[src/rtl/rf_writeback_arbiter_pkg.sv]
// Shared widths and buffer entry layout for the register-file writeback path.
package rf_writeback_arbiter_pkg;

    localparam int XLEN   = 32;
    localparam int REG_AW = 5;

    typedef struct packed {
        logic [REG_AW-1:0] rd;
        logic [XLEN-1:0]   data;
    } wb_entry_t;

endpackage

[src/rtl/rf_writeback_arbiter_wb_fifo.sv]
// Small synchronous FIFO holding long-latency results awaiting a writeback slot.
module wb_fifo
    import rf_writeback_arbiter_pkg::*;
#(
    parameter int DEPTH = 2
) (
    input  logic                     clk,
    input  logic                     rst,
    input  logic                     push,
    input  logic                     pop,
    input  wb_entry_t                din,
    output wb_entry_t                dout,
    output logic [$clog2(DEPTH):0]   count
);

    localparam int PW = $clog2(DEPTH);
    localparam logic [PW:0] CNT_FULL = (PW+1)'(DEPTH);

    logic [PW-1:0] wr_ptr;
    logic [PW-1:0] rd_ptr;
    wb_entry_t     mem [DEPTH];
    logic          do_push;
    logic          do_pop;

    // Push is refused when full even if a pop frees a slot in the same cycle.
    assign do_push = push && (count != CNT_FULL);
    assign do_pop  = pop && (count != '0);
    assign dout    = mem[rd_ptr];

    always_ff @(posedge clk or posedge rst) begin
        if (rst) begin
            wr_ptr <= '0;
            rd_ptr <= '0;
            count  <= '0;
        end else begin
            if (do_push) wr_ptr <= wr_ptr + 1'b1;
            if (do_pop)  rd_ptr <= rd_ptr + 1'b1;
            case ({do_push, do_pop})
                2'b10:   count <= count + 1'b1;
                2'b01:   count <= count - 1'b1;
                default: count <= count;
            endcase
        end
    end

    always_ff @(posedge clk) begin
        if (do_push) mem[wr_ptr] <= din;
    end

endmodule

[src/rtl/rf_writeback_arbiter.sv]
// Single regfile write port: pipeline writeback first, buffered long-latency results otherwise.
module rf_writeback_arbiter
    import rf_writeback_arbiter_pkg::*;
#(
    parameter int DEPTH = 2
) (
    input  logic                   clk,
    input  logic                   rst,
    input  logic                   pipe_we,
    input  logic [REG_AW-1:0]      pipe_rd,
    input  logic [XLEN-1:0]        pipe_wd,
    input  logic                   lu_issue,
    input  logic [REG_AW-1:0]      lu_issue_rd,
    input  logic                   lu_valid,
    input  logic [REG_AW-1:0]      lu_rd,
    input  logic [XLEN-1:0]        lu_data,
    output logic                   lu_ready,
    input  logic [REG_AW-1:0]      chk_rs1,
    input  logic [REG_AW-1:0]      chk_rs2,
    input  logic [REG_AW-1:0]      chk_rd,
    output logic                   hazard,
    output logic                   we3,
    output logic [REG_AW-1:0]      a3,
    output logic [XLEN-1:0]        wd3,
    output logic [31:0]            busy,
    output logic [$clog2(DEPTH):0] lu_count
);

    localparam int PW = $clog2(DEPTH);
    localparam logic [PW:0] CNT_FULL = (PW+1)'(DEPTH);

    wb_entry_t fifo_din;
    wb_entry_t head;
    logic      pipe_sel;
    logic      fifo_push;
    logic      fifo_pop;
    logic [31:0] busy_next;

    assign lu_ready  = (lu_count != CNT_FULL);
    assign pipe_sel  = pipe_we && (pipe_rd != '0);
    // x0 results complete the handshake but are never stored.
    assign fifo_push = lu_valid && lu_ready && (lu_rd != '0);
    assign fifo_pop  = !pipe_sel && (lu_count != '0);
    assign fifo_din  = '{rd: lu_rd, data: lu_data};

    wb_fifo #(.DEPTH(DEPTH)) u_fifo (
        .clk   (clk),
        .rst   (rst),
        .push  (fifo_push),
        .pop   (fifo_pop),
        .din   (fifo_din),
        .dout  (head),
        .count (lu_count)
    );

    // Clear applied before set so a same-cycle issue to the popped register stays busy.
    always_comb begin
        busy_next = busy;
        if (fifo_pop) busy_next[head.rd] = 1'b0;
        if (lu_issue && (lu_issue_rd != '0)) busy_next[lu_issue_rd] = 1'b1;
        busy_next[0] = 1'b0;
    end

    assign hazard = busy[chk_rs1] | busy[chk_rs2] | busy[chk_rd];

    always_ff @(posedge clk or posedge rst) begin
        if (rst) begin
            busy <= '0;
            we3  <= 1'b0;
            a3   <= '0;
            wd3  <= '0;
        end else begin
            busy <= busy_next;
            if (pipe_sel) begin
                we3 <= 1'b1;
                a3  <= pipe_rd;
                wd3 <= pipe_wd;
            end else if (fifo_pop) begin
                we3 <= 1'b1;
                a3  <= head.rd;
                wd3 <= head.data;
            end else begin
                we3 <= 1'b0;
            end
        end
    end

endmodule

[config.mk]
export PLATFORM = sky130hd
export DESIGN_NAME = rf_writeback_arbiter
export DESIGN_NICKNAME = d
export VERILOG_FILES = /design/src/rtl/rf_writeback_arbiter_pkg.sv /design/src/rtl/rf_writeback_arbiter_wb_fifo.sv /design/src/rtl/rf_writeback_arbiter.sv
export SDC_FILE = /design/constraint.sdc
export NUM_CORES = 1
export LEC_CHECK = 0
export CAP_MARGIN = 30
export CORE_UTILIZATION = 49
export DETAILED_ROUTE_END_ITERATION = 16
export PLACE_DENSITY = 0.83
export SETUP_SLACK_MARGIN = 0.2
export SLEW_MARGIN = 15
export SYNTH_ARGS = -nofsm -noshare
export SYNTH_HDL_FRONTEND = slang
export SYNTH_SLANG_ARGS = --single-unit
[constraint.sdc]
create_clock -name clk -period 3.55 [get_ports clk]
set_clock_uncertainty 0.15 [all_clocks]
set_input_delay 0.8875 -clock clk [delete_from_list [all_inputs] [get_ports clk]]
set_output_delay 0.8875 -clock clk [all_outputs]
set_load 0.02 [all_outputs]
==> results of run 1 <==
-- cells by family after synthesis --
logic type / Yosys count / share of synthesized area, %
AO/OA/AOI/OAI: 153 / 12.4
XOR/XNOR: 5 / 0.651
adder cells (fa/ha/maj): 1 / 0.186
buffers and inverters: 40 / 2.49
flip-flops: 147 / 60.1
multiplexers: 70 / 13.8
other: 1 / 0.0557
AND/OR/NAND/NOR: 146 / 10.3
-- Yosys cell counts, drive strengths merged, types with 5 or more instances --
master / n / area share [%]
a21oi: 36 / 2.7
buf: 8 / 0.69
clkbuf: 26 / 1.5
dfrtp: 73 / 27
edfxtp: 74 / 33
inv: 6 / 0.33
mux2: 12 / 2.0
mux2i: 41 / 6.1
mux4: 17 / 5.7
nand2: 50 / 2.8
nand2b: 6 / 0.56
nand3: 11 / 0.82
nand3b: 5 / 0.56
nand4: 6 / 0.56
nor2: 50 / 2.8
o21ai: 93 / 6.9
o31ai: 7 / 0.78
-- sequential cells by signal, summed over array words and instances (netlist names) --
name / flops
u_fifo.wr_ptr: 1
u_fifo.mem: 74
u_fifo.count: 2
a3: 5
busy: 31
wd3: 32
u_fifo.rd_ptr: 1
we3: 1
-- per-stage QoR --
stage	hold WS (ns)	power [W]	TNS (ns)	utilization [%]	setup slack, ns
after floorplan	0.318	0.00453	0	-	0.207
after global placement	0.383	0.00608	-0.778	66.8	-0.778
after detailed placement	0.405	0.00617	-0.813	66.8	-0.813
after CTS	0.416	0.00785	0	71.5	0.167
after global routing	0.434	0.00821	0	71.5	0.0876
final	0.416	0.00786	0	71.5	0.170
-- worst register-to-register path, stage by stage, from the launching register on --
cell and delay, ns:
dfrtp_2 0.50, mux2i_1 0.65, nand4_1 0.48, o31ai_1 0.36, o21ai_0 0.17
-- metal layers --
metal	track usage, %	routed length [um]	vias up
li1	-	-	2493
met1	37.6	7970	2798
met2	49.4	9970	324
met3	7.23	1780	44
met4	11.7	541	0
met5	0	0	-
-- path summary, 6_finish.rpt --
kind / depth (start not counted) / startpoint / slack [ns] / endpoint
min in group asynchronous: 2 / rst / 0.69 / wd3[26]$_DFFE_PP0P_
max in group asynchronous: 3 / rst / 1.87 / u_fifo.rd_ptr$_DFFE_PP0P_
setup reg to reg: 4 / u_fifo.rd_ptr$_DFFE_PP0P_ / 1.11 / busy[29]$_DFF_PP0_
setup / recovery: 8 / chk_rd[0] / 0.17 / hazard
hold reg to reg: 2 / wd3[26]$_DFFE_PP0P_ / 0.42 / wd3[26]$_DFFE_PP0P_
hold / removal: 2 / wd3[26]$_DFFE_PP0P_ / 0.42 / wd3[26]$_DFFE_PP0P_
-- area by class of cell --
cell class                      instances  area (um^2)  share of cell area (%)
Clock buffer                           19          433                    4.56
Clock inverter                         13          104                    1.09
Inverter                                6         22.5                   0.237
Multi-Input combinational cell        376         2610                    27.5
Sequential cell                       147         4050                    42.6
Tap cell                              176          220                    2.32
Timing Repair Buffer                  214         2060                    21.7
-- timing repair --
action	CTS	global route
gates cloned	1	0
setup endpoints to repair	1	1
gates resized for setup	59	0
buffers inserted	3	0
pin swaps	11	1
-- power groups by stage --
stage          combinational [W]  clock, W  sequential [W]
4_1_cts                  0.00333   0.00163         0.00289
3_3_place_gp             0.00318         0         0.00290
2_1_floorplan            0.00143         0         0.00310
5_1_grt                  0.00356   0.00170         0.00295
3_5_place_dp             0.00325         0         0.00292
6_report                 0.00334   0.00161         0.00291
==> impl_metrics.toml, run 1 <==
[detailed_routing]
drtPass1Iterations = 5
dr.first_iter.drc_count = 488
drt_wl_total_um = 20300
num_vias = 5659
ant_nets = 0
drt-wirelength-per-cell_um = 21.3
vias_per_cell = 5.95
route.detailed.drc = 0

[grt]
grt_start_max_net_pins = 67
grt-ovfl-total = 0
grt_pass1_vias = 5924
grt_use_total_pct = 29.8
antenna_found_initial = 0
grt_pass1_wl_um = 32000

[run]
cap_violations = 0

[die]
die_h_um = 119
ios = 173
core-area_mm2 = 0.0133
die_x_um = 119
start_util_pct = 50.6
num_rows = 42
die_area_mm2 = 0.0142

[critical_path]
endpoint_kind = "primary output"
timing.critical_path.cells = "buf_8 > buf_6 > mux4_2 > mux2i_1 > nor3b_2 > a311oi_2 > nand4_1 > buf_4"
path_buf_inv = 3
crit_fanout = 4
worstSetupStartpointType = "primary input"
cp_top_family = "multiplexers"
slowest_stage = "mux4_2"
crit_required_ns = 2.51
critical_path.max_stage_delay_ns = 0.48
path_class = "in -> out"
critical_path_arrival_ns = 2.34

[final_layout]
design_area_mm2 = 0.00950
fin_nets = 862
area_growth_pct = 41.1
final_common_cell = "clkdlybuf4s50_1"
layout-drive-gt1-share_pct = 16.9
diodes = 0
stdcell_count = 951
fill_cells = 894
mostFrequentLayoutCells = "clkdlybuf4s50_1, o21ai_0, edfxtp_1"

[timing]
period_minus_slack_ns = 3.38
worstMarginPinSlew_ns = 0.706
fmax_ghz = 0.296
max-slew-margin-rel_pct = 51.6
setup_viol = 0
hold_violations = 0
rsz0062_at_grt = "yes"
period_share_pct = 95.2
final_max_slew_viol_count = 0

[power_and_ir_drop]
p_seq_share_pct = 37.1
p_leak_nw = 3.68
vdd_drop_max_uv = 534
clockPowerShare_pct = 20.5
p_comb_share_pct = 42.4
swShare_pct = 38.9
p_sw_w = 0.00306
p_int_w = 0.00480
powerDensity_mw_per_mm2 = 827

[clock_network]
cts-root-buf = "clkbuf_16"
cts_buffer_depth = 2
cts_hold_buf = 0
cts_tree = "done"
clock-sinks = 147
cts_htree_levels = 4
cts_buffers = 17
clock_latency_ns = 0.41
path_clk_slew_ns = 0.06

[logic_synthesis]
synth_edf_count = 74
yosys_register_bits = 147
synthFlopType = "edfxtp_1"
syn_area_mm2 = 0.00673
synth-async-reset-ratio_pct = 49.7
seq_area_frac_synth_pct = 60.1
netlist_instances = 563
mappedNetlistNets = 663
ys_warn_count = 0
synth_area_per_cell_um2 = 12.0
yosysUniqueCellTypes = 48

[placed_design]
io_buffers = 171
placedCellCount = 915
place_hpwl_um = 14500
dpl-instance-area_mm2 = 0.00889
gp_congestion = 0.959

[outcome]
status = "completed"

[min_path]
hold_path_class = "reg -> reg"
(Power assumes the default switching activity.)
==> inputs of run 2 (changes only) <==
==> constraint.sdc (replaced) <==
create_clock -name clk -period 3.55 [get_ports clk]
set_clock_uncertainty 0.15 [all_clocks]
set_input_delay 0.8875 -clock clk [delete_from_list [all_inputs] [get_ports clk]]
set_output_delay 0.8875 -clock clk [all_outputs]
set_load 0.005 [all_outputs]
==> impl_metrics.toml, run 2 (same netlist as run 1, synthesis figures left out) <==
[clock_network]
cts_buffer_depth = 2
cts_tree = "done"
clock_latency_ns = 0.42
cts_htree_levels = 4
path_clk_slew_ns = 0.06
cts-root-buf = "clkbuf_16"
clock-sinks = 147
cts_buffers = 17

[grt]
antenna_found_initial = 0
grt_busiest_layer = "met2"
met3_usage_pct = 7.95
use_met2_pct = 48.9
grt_use_total_pct = 30.0
grt_start_max_net_pins = 68
globalRouteMet1Util_pct = 37.9
grt_pass1_wl_um = 31900
grt_pass1_vias = 5791
grt-ovfl-total = 0

[final_layout]
fill_cells = 892
fin_nets = 858
fin_util_pct = 71.7
regMostFlops = "u_fifo.mem"
largest_register_ffs = 74
diodes = 0
mostFrequentLayoutCells = "clkdlybuf4s50_1, o21ai_0, edfxtp_1"
reg_top3 = "u_fifo.mem x74, wd3 x32, busy x31"
layout-drive-gt1-share_pct = 16.1
area_growth_pct = 41.7
final_common_cell = "clkdlybuf4s50_1"
stdcell_count = 947

[placed_design]
placedCellCount = 912
io_buffers = 171
place_ws_ns = -0.712
gp_congestion = 0.965
place_hpwl_um = 14100

[detailed_routing]
drt-wirelength-per-cell_um = 21.3
num_vias = 5590
drt_wl_total_um = 20200
drtPass1Iterations = 5
vias_per_cell = 5.90
route.detailed.drc = 0
dr.first_iter.drc_count = 449
ant_nets = 0

[die]
start_util_pct = 50.6
core-area_mm2 = 0.0133
num_rows = 42
die_x_um = 119
die_h_um = 119
die_area_mm2 = 0.0142
ios = 173

[power_and_ir_drop]
p_leak_nw = 3.71
vdd_drop_max_uv = 408
powerDensity_mw_per_mm2 = 799

[min_path]
whs_endpoint = "a3[3]$_DFFE_PP0P_"
hold_path_class = "reg -> reg"
hold_start = "a3[3]$_DFFE_PP0P_"
hold-path-cell-count = 2

[run]
cap_violations = 0

[timing]
hold_violations = 0
final_max_slew_viol_count = 0
setup_viol = 0
period_share_pct = 94.0
final.setup.worst_slack_ns = 0.213
fmax_ghz = 0.300
rsz0062_at_grt = "yes"
whs_ns = 0.412
worstMarginPinSlew_ns = 0.670
max-slew-margin-rel_pct = 54.1
period_minus_slack_ns = 3.34

[critical_path]
regToRegEndpoint = "busy[21]$_DFF_PP0_"
path_class = "in -> out"
reg2reg_depth = 4
path_buf_inv = 2
cp.depth = 7
cp_top_family = "multiplexers"
r2r_slack_ns = 1.22
critical_path_arrival_ns = 2.30
critical_path.max_stage_delay_ns = 0.50
r2r_start = "u_fifo.rd_ptr$_DFFE_PP0P_"
timing.critical_path.cells = "buf_6 > mux4_2 > a22oi_2 > nand3_1 > a311oi_2 > nand4_1 > buf_2"
crit_required_ns = 2.51
slowest_stage = "mux4_2"
worstSetupStartpointType = "primary input"
endpoint_kind = "primary output"
crit_fanout = 4

[outcome]
status = "completed"
-- run 2: per-layer routing --
| layer | vias to the layer above | wire [um] |
|---|---|---|
| li1 | 2491 | - |
| met1 | 2727 | 7980 |
| met5 | - | 0 |
| met3 | 49 | 1780 |
| met2 | 323 | 9810 |
| met4 | 0 | 608 |
-- run 2: repair_timing --
action                                  CTS  global route
pin swaps                                 8             4
endpoints found under the setup margin    1             1
resized for setup                        53             2
gates cloned                              1             0
setup buffers                             1             0
hold buffers                              0             0
-- run 2: how the worst max path moves through the flow --
stage / startpoint / to / slack (ns)
floorplan: chk_rs1[0] / hazard / 0.21
global placement: chk_rd[0] / hazard / -0.69
detailed placement: chk_rd[0] / hazard / -0.71
CTS: chk_rd[0] / hazard / 0.20
global route: chk_rd[0] / hazard / 0.18
finish: chk_rd[0] / hazard / 0.21
-- run 2: where the power goes --
group	switching, W	total, W	internal, W
sequential	0.000541	0.00291	0.00236
clock	0.000717	0.00183	0.00112
combinational	0.00138	0.00289	0.00151
-- run 2: worst reg2reg max path: stages (launching register included) --
cell	delay, ns
dfrtp_2	0.50
mux2i_1	0.63
nand4_1	0.44
o31ai_1	0.35
o21ai_0	0.13
-- run 2: cell type report --
class                   instances  area, um^2  area share [%]
flip-flops and latches        147        4050            42.5
multi-input cells             376        2580            27.1
repair buffers                210        2050            21.5
clock buffers                  18         429            4.50
well taps                     176         220            2.31
clock inverters                14         180            1.89
inverters                       6        22.5           0.236
-- run 2: per-stage QoR --
stage | total power, W | cell area (um^2) | setup TNS (ns)
after global placement | 0.00564 | 8860 | -0.690
after CTS | 0.00761 | 9530 | 0
after floorplan | 0.00413 | 6730 | 0
final | 0.00762 | 9540 | 0
after detailed placement | 0.00572 | 8860 | -0.712
after global routing | 0.00798 | 9540 | 0
